## src/rtl/move_btn_conditioner.sv

```systemverilog
// move_btn_conditioner: per-button sync, debounce, level and press pulse; AUTO_REPEAT_EN adds held auto-repeat
module move_btn_conditioner #(
    parameter int N_BTN           = 4,
    parameter int DEBOUNCE_CYCLES = 1000000,
    parameter int REPEAT_DELAY    = 50000000,
    parameter int REPEAT_PERIOD   = 10000000
) (
    input  logic             clk,
    input  logic             Reset,
    input  logic [N_BTN-1:0] btn_in,
    output logic [N_BTN-1:0] btn_level,
    output logic [N_BTN-1:0] btn_pulse,
    output logic             any_pulse
);
`ifdef AUTO_REPEAT_EN
    localparam int MAX_A = DEBOUNCE_CYCLES > REPEAT_DELAY ? DEBOUNCE_CYCLES : REPEAT_DELAY;
    localparam int MAX_C = MAX_A > REPEAT_PERIOD ? MAX_A : REPEAT_PERIOD;
`else
    localparam int MAX_C = DEBOUNCE_CYCLES;
`endif
    localparam int CW = $clog2(MAX_C);
    localparam logic [CW-1:0] DB_LAST = CW'(DEBOUNCE_CYCLES - 1);

    typedef enum logic [2:0] {IDLE, WAIT_PRESS, PULSE, HELD, WAIT_RELEASE} state_t;

    if (DEBOUNCE_CYCLES < 2 || REPEAT_DELAY < 1 || REPEAT_PERIOD < 1) begin : g_bad_param
        $error("move_btn_conditioner: cycle count parameters out of range");
    end

    logic [N_BTN-1:0] pulse_nxt;

    genvar g;
    for (g = 0; g < N_BTN; g++) begin : g_ch
        logic          sync_a, sync_b;
        state_t        state, state_nxt;
        logic [CW-1:0] cnt, cnt_nxt;
        logic          rpt_fire, level_q, pulse_q;

        // two-flop synchroniser for the asynchronous pin
        always_ff @(posedge clk)
            {sync_b, sync_a} <= Reset ? 2'b00 : {sync_a, btn_in[g]};

`ifdef AUTO_REPEAT_EN
        localparam logic [CW-1:0] RD_LAST = CW'(REPEAT_DELAY - 1);
        localparam logic [CW-1:0] RP_LAST = CW'(REPEAT_PERIOD - 1);
        logic [CW-1:0] rcnt, rcnt_nxt;
        logic          rep, rep_nxt;

        // repeat timer: runs in HELD, frozen in WAIT_RELEASE, cleared elsewhere
        always_comb begin
            rcnt_nxt = rcnt;
            rep_nxt  = rep;
            rpt_fire = 1'b0;
            if (state == HELD && sync_b) begin
                if (rcnt == (rep ? RP_LAST : RD_LAST)) begin
                    rpt_fire = 1'b1;
                    rcnt_nxt = '0;
                    rep_nxt  = 1'b1;
                end else
                    rcnt_nxt = rcnt + 1'b1;
            end else if (state != HELD && state != WAIT_RELEASE) begin
                rcnt_nxt = '0;
                rep_nxt  = 1'b0;
            end
        end

        // repeat timer registers
        always_ff @(posedge clk) begin
            rcnt <= Reset ? '0 : rcnt_nxt;
            rep  <= Reset ? 1'b0 : rep_nxt;
        end
`else
        assign rpt_fire = 1'b0;
`endif

        // debounce state machine next-state and counter
        always_comb begin
            state_nxt = state;
            cnt_nxt   = cnt;
            case (state)
                IDLE: if (sync_b) begin
                    state_nxt = WAIT_PRESS;
                    cnt_nxt   = '0;
                end
                WAIT_PRESS:
                    if (!sync_b) state_nxt = IDLE;
                    else if (cnt == DB_LAST) state_nxt = PULSE;
                    else cnt_nxt = (cnt == '1) ? cnt : cnt + 1'b1;
                PULSE: begin
                    state_nxt = HELD;
                    cnt_nxt   = '0;
                end
                HELD: if (!sync_b) begin
                    state_nxt = WAIT_RELEASE;
                    cnt_nxt   = '0;
                end
                WAIT_RELEASE:
                    if (sync_b) state_nxt = HELD;
                    else if (cnt == DB_LAST) state_nxt = IDLE;
                    else cnt_nxt = (cnt == '1) ? cnt : cnt + 1'b1;
                default: state_nxt = IDLE;
            endcase
        end

        assign pulse_nxt[g] = (state_nxt == PULSE) || rpt_fire;

        // state, counter and registered level/pulse outputs
        always_ff @(posedge clk) begin
            if (Reset) begin
                state   <= IDLE;
                cnt     <= '0;
                level_q <= 1'b0;
                pulse_q <= 1'b0;
            end else begin
                state   <= state_nxt;
                cnt     <= cnt_nxt;
                level_q <= state_nxt == PULSE || state_nxt == HELD || state_nxt == WAIT_RELEASE;
                pulse_q <= pulse_nxt[g];
            end
        end

        assign btn_level[g] = level_q;
        assign btn_pulse[g] = pulse_q;
    end

    // combined pulse, aligned with btn_pulse
    always_ff @(posedge clk)
        any_pulse <= Reset ? 1'b0 : |pulse_nxt;
endmodule

```

## config.mk

```make
export PLATFORM = sky130hd
export DESIGN_NAME = move_btn_conditioner
export DESIGN_NICKNAME = d
export VERILOG_FILES = /design/src/rtl/move_btn_conditioner.sv
export SDC_FILE = /design/constraint.sdc
export NUM_CORES = 1
export LEC_CHECK = 0
export ABC_AREA = 0
export BUFFER_PORTS_ARGS = -buffer_cell sky130_fd_sc_hd__buf_2
export CORE_MARGIN = 3
export CORE_UTILIZATION = 61
export CTS_BUF_LIST = sky130_fd_sc_hd__clkbuf_16
export CTS_CLUSTER_SIZE = 16
export DETAILED_ROUTE_END_ITERATION = 6
export GPL_TIMING_DRIVEN = 0
export PLACE_DENSITY = 0.78
export SLEW_MARGIN = 20
export SYNTH_ARGS = -nofsm -noshare
export SYNTH_HDL_FRONTEND = slang
export SYNTH_SLANG_ARGS = --single-unit
```

## constraint.sdc

```tcl
create_clock -name clk -period 2.6 [get_ports clk]
set_clock_uncertainty 0.1 [all_clocks]
set_input_delay 0.26 -clock clk [delete_from_list [all_inputs] [get_ports clk]]
set_output_delay 0.26 -clock clk [all_outputs]
set_load 0.02 [all_outputs]
```

## Yosys cells after proc, flatten, opt, wreduce, memory -nomap -nowiden

Cells that the tools add are included.

| cells by class | value |
|---|---|
| add/sub/neg operators | 4 |
| reduce and logical (&&, ||, !) cells | 21 |
| mux-type cells | 56 |
| equal/unequal tests | 52 |

Operators with widths:

| kind | number |
|---|---|
| 2-to-1 mux 20 bit | 24 |
| one-hot mux 20 bit (5 select lines) | 4 |
| equality test 20 bit, second input constant | 8 |
| adder 20 x 1 -> 20 bit, second input constant | 4 |
| 2-to-1 mux 3 bit | 24 |
| one-hot mux 3 bit (5 select lines) | 4 |
| equality test 3 x 2 -> 1 bit, second input constant | 16 |
| != test 2 bit, second input constant | 16 |
| equality test 3 bit, second input constant | 8 |
| AND reduction 5 bit | 4 |
| nonzero test 5 bit | 4 |
| equality test 3 x 1 -> 1 bit, second input constant | 4 |
| zero test 3 bit | 4 |
| logical OR 1 bit | 8 |
| OR reduction 4 bit | 1 |

| storage, ports and cells | value |
|---|---|
| register bits after elaboration | 109 |

## Depth between registers and ports, before layout

| logic depth | value |
|---|---|
| depth after elaboration | 7 |
| mapped depth | 8 |

## Worst setup path after synthesis

OpenSTA, ideal clock, no wires.

| timing | value |
|---|---|
| path type | reg2reg |
| start point | reg g_ch[2].cnt[11] |
| end point | reg g_ch[2].cnt[17] |
| library setup time | 0.066 ns |
| arrival | 1.991 ns |
| stages on the path, launching flop included | 8 |
| clock period less this slack | 2.157 ns |
| setup slack | 0.443 ns |
| required time | 2.434 ns |
| path through | dfxtp_1 > and4_4 > or4b_4 > a2111oi_4 > buf_6 > buf_12 > o31ai_1 > a21oi_2 |

| on the way | value |
|---|---|
| word-level cells in the longest chain between the ends | 5 |
| elaborated cells on any way between the ends | 8 |
| those cells by class | add/sub (1); eq/ne (2); mux (5) |

Ends and longest elaborated chain:

| element | RTL line | RTL |
|---|---|---|
| start, declared | 36 | `logic [CW-1:0] cnt, cnt_nxt;` |
| start signal, assigned | 116 | `cnt <= cnt_nxt;` |
| adder 20 x 1 -> 20 bit or equality test 20 bit (tied branches) | 88, 100 |  |
| 2-to-1 mux 20 bit | 88, 100 |  |
| 2-to-1 mux 20 bit * | 87, 99 |  |
| 2-to-1 mux 20 bit (on tied branches) | 98, 86 |  |
| one-hot mux 20 bit (5 select lines) * | 80 | `case (state)` |

Every way passes the cells marked *; elsewhere a longest branch is shown, timed or not. The select of a mux whose other input is x is not followed.
A chain may end at the register's enable or synchronous reset.

## Final worst setup path

| timing | value |
|---|---|
| start point | reg g_ch[3].cnt[7] |
| end point | reg g_ch[3].cnt[1] |

| on the way | value |
|---|---|
| word-level cells in the longest chain between the ends | 5 |
| elaborated cells on any way between the ends | 7 |
| those cells by class | eq/ne (2); mux (5) |

Ends and longest elaborated chain:

| element | RTL line |
|---|---|
| start, declared | 36 |
| start signal, assigned | 116 |
| equality test 20 bit | 88, 100 |
| 2-to-1 mux 20 bit | - |
| 2-to-1 mux 20 bit * | - |
| 2-to-1 mux 20 bit (on tied branches) | - |
| one-hot mux 20 bit (5 select lines) * | - |

Marked as above.

==> key figures <==
Outcome
  • Status: finished, final reports clean

Synthesis
  • Flops & latches, synth: approximately 110
  • Share of the synthesized area in the top cell type: a little under two fifths
  • Yosys cell types: between 60 and 70
  • Fraction of registers with async set/reset: 0%
  • Most common cell in the netlist: dfxtp_1
  • Most common library cells after synthesis: dfxtp_1 (109), a21oi_1 (65), or3_1 (52)
  • Syn avg cell area: roughly 8.3 sq um
  • Top cells by area, synth: dfxtp_1 (37%), a21oi_1 (5.5%), or3_1 (5.5%)
  • Netlist Area Pre-Place: between 5000 and 6000 sq um
  • Largest area contributor in the netlist: dfxtp_1
  • Most used DFF post-synth: dfxtp_1
  • Yosys warning count: 0
  • Sequential area share after synthesis: between 30 and 40%
  • Mapped Cells: ~710
  • EDFF count, synth: 0
  • Mapped Nets: around 720

CTS
  • Num CTS Buffers: 9
  • Post CTS Setup Buffer Count: 0
  • TritonCTS clock tree: yes
  • Post-CTS Hold Fix Bufs: 0
  • Clk pin slew, worst setup/hold paths: approximately 0.060 ns
  • Max H-tree Level: 3
  • Clk buf depth: 2
  • Clock Sinks: around 110
  • Worst skew pair latency: about 0.35 ns
  • CTS Root Cell: clkbuf_16

Setup path
  • CP Data Arrival Time: 2.58 ns
  • Worst path max stage delay: 0.58 ns
  • Worst setup EP type: flop
  • Top Family by Delay on Critical Path: compound AO/OA/AOI/OAI gates
  • Worst EP required: roughly 2.7 ns
  • Number of cells on the critical path: 7
  • Slowest cell on the critical path: a2111oi_4
  • CP dominant cell by count: clkbuf_1
  • Path depth of the worst reg2reg path: 7
  • CP max FO: 10
  • Worst path cell trace: and3_1 > clkbuf_1 > nand4_1 > a2111oi_4 > clkbuf_1 > or3_1 > a21oi_1
  • Worst Setup Path Type: reg2reg
  • Startpoint Class: flop
  • Critical path buffers and inverters: 2

Route
  • DRT Wirelength: 13.60 mm
  • Residual DRC: 0
  • DR WL/cell: about 16 microns
  • DRT iter0 DRCs: ~380
  • Post-detailed-route count of antenna-violating nets: 0
  • Pre-Repair DR Iteration Count: 6
  • DR vias: about 5.5k
  • DR vias/cell: 6.394

Cells and area
  • Synth-to-Final Area Change: 8.742%
  • # diodes: 0
  • Final Non-Filler Cells: 865
  • NumNets Final: approximately 740
  • Fraction of layout cells with a size suffix above 1: between 10% and 20%
  • Design Area, Final: between 6000 and 7000 sq um
  • Fill cells: approximately 770

GRT
  • Initial antenna violation count: 0
  • First-pass GRT wire length: 23.19 mm
  • Vias in the first global route: between 5k and 6k
  • Tot GR Track Use: between 20% and 30%
  • Largest net degree at the start of global routing: 16
  • Total grt overflow: 0

Placement
  • Post-placement cell area: around 6100 sq um
  • I/O Buffers: 14
  • Final HPWL from detailed placement: between 9 and 10 mm
  • Placed Cells: 851
  • RD Place Congestion: around 0.9
  • Setup WS pre-CTS: -0.02507 ns

Hold path
  • Hold depth: 2
  • Min-delay worst type: in2reg

Pwr
  • PD cells: ~470 nW/um^2
  • LEAKAGE: between 1.5 and 2 nW
  • Peak supply drop: approximately 0.00048 V

STA
  • Setup tns final: 0 ns
  • Worst Tran Pin Value: 0.7656 ns
  • Final Critical Period: about 2.5 ns
  • Final Hold Fails: 0
  • Fin crit share: around 95%
  • PnR worst setup slack: 0.1277 ns
  • Max Slew Vio Count: 0
  • RSZ-0062 raised after global routing: no
  • Slew headroom: ~49%
  • Fmax achieved: 404.5 MHz
  • Number of setup violations in the final report: 0

Run
  • Max-Cap Viols: 0

Floorplan
  • Die area: approximately 11000 sq um
  • Core area: between 9000 and 10000 sq um
  • # rows: 35
  • Initial Util: a little over three fifths
  • I/O Pins: 15
  • Chip Height: between 100 and 150 microns
  • Die X: roughly 100 microns
==> sequential cells by signal (all words and copies together), names as in the netlist <==
signal / flops
g_ch.state: 12
any_pulse: 1
g_ch.cnt: 80
g_ch.sync_b: 4
g_ch.sync_a: 4
g_ch.level_q: 4
g_ch.pulse_q: 4
==> per-stage QoR <==
step,power (W),hold slack [ns],util [%]
after floorplan,0.001811,0.2882,-
after global placement,0.001844,0.3291,65.70
after detailed placement,0.001847,0.3204,65.70
after CTS,0.003048,0.02123,68.58
after global routing,0.003130,0.03120,68.73
final,0.003024,0.02280,68.73
==> layout by cell type, fill, tap and decap left out, types with 4 or more instances in the layout <==
cell type,count
a21oi_1,65
and3_1,10
or4_1,28
a211oi_1,7
o21ai_1,24
or3_1,52
buf_4,10
clkbuf_2,8
ha_1,4
nor3_1,11
a21o_1,6
buf_2,23
a21oi_2,18
nand2_1,41
inv_1,15
nand2b_1,17
or3_2,7
nor2b_1,9
nand3_1,30
o211ai_1,4
o31ai_1,22
nor4_1,11
nor4b_1,6
clkbuf_1,17
and2_1,8
clkbuf_16,9
o21ai_0,34
nand3b_1,5
nand4_1,39
nor2_1,23
dfxtp_1,109
and4_1,8
==> layout make-up <==
| cell class | instances | area (sq um) | share of cell area, % |
|---|---|---|---|
| inverters | 13 | 48.80 | 0.7647 |
| repair buffers | 14 | 70.07 | 1.098 |
| multi-input cells | 536 | 3381 | 52.98 |
| clock inverters | 6 | 23.77 | 0.3725 |
| well taps | 129 | 161.4 | 2.529 |
| plain buffers | 49 | 289.0 | 4.529 |
| flip-flops and latches | 109 | 2182 | 34.20 |
| clock buffers | 9 | 225.2 | 3.529 |
==> layer usage <==
| layer | GRT usage [%] | up-vias | part of all wire (%) |
|---|---|---|---|
| li1 | - | 2763 | - |
| met1 | 33.11 | 2595 | 46 |
| met2 | 41.09 | 153 | 48 |
| met3 | 4.966 | 20 | 5.2 |
| met4 | 8.072 | 0 | 1.3 |
| met5 | 0 | - | 0 |
==> logic make-up after synthesis <==
| group | count (synthesis) | share of synthesized area, % |
|---|---|---|
| AO/OA/AOI/OAI | 202 | 22.26 |
| XOR/XNOR | 5 | 0.7464 |
| adder cells (fa/ha/maj) | 4 | 0.8529 |
| buffers and inverters | 63 | 5.650 |
| flip-flops | 109 | 37.19 |
| multiplexers | 2 | 0.3412 |
| AND/OR/NAND/NOR | 323 | 32.96 |
==> power by group <==
part	switching, W	internal (W)	leakage (nW)	total [W]
clock	0.000586	0.000626	0.130	0.00121
combinational	0.0000869	0.0000370	0.937	0.000124
sequential	0.00000862	0.00168	0.880	0.00169
==> path summary, 6_finish.rpt <==
kind	start	end	slack (ns)
setup / recovery	g_ch[3].cnt[7]	g_ch[3].cnt[1]	0.13
hold / removal	btn_in[0]	g_ch[0].sync_a	0.02
setup reg to reg	g_ch[3].cnt[7]	g_ch[3].cnt[1]	0.13
hold reg to reg	g_ch[1].sync_a	g_ch[1].sync_b	0.33
==> repair_timing <==
item | in CTS | in global routing
gates resized for setup | 3 | 16
pin swaps | 0 | 1
endpoints found under the setup margin | 11 | 37
No activity file was read; power rests on OpenSTA's default activity.
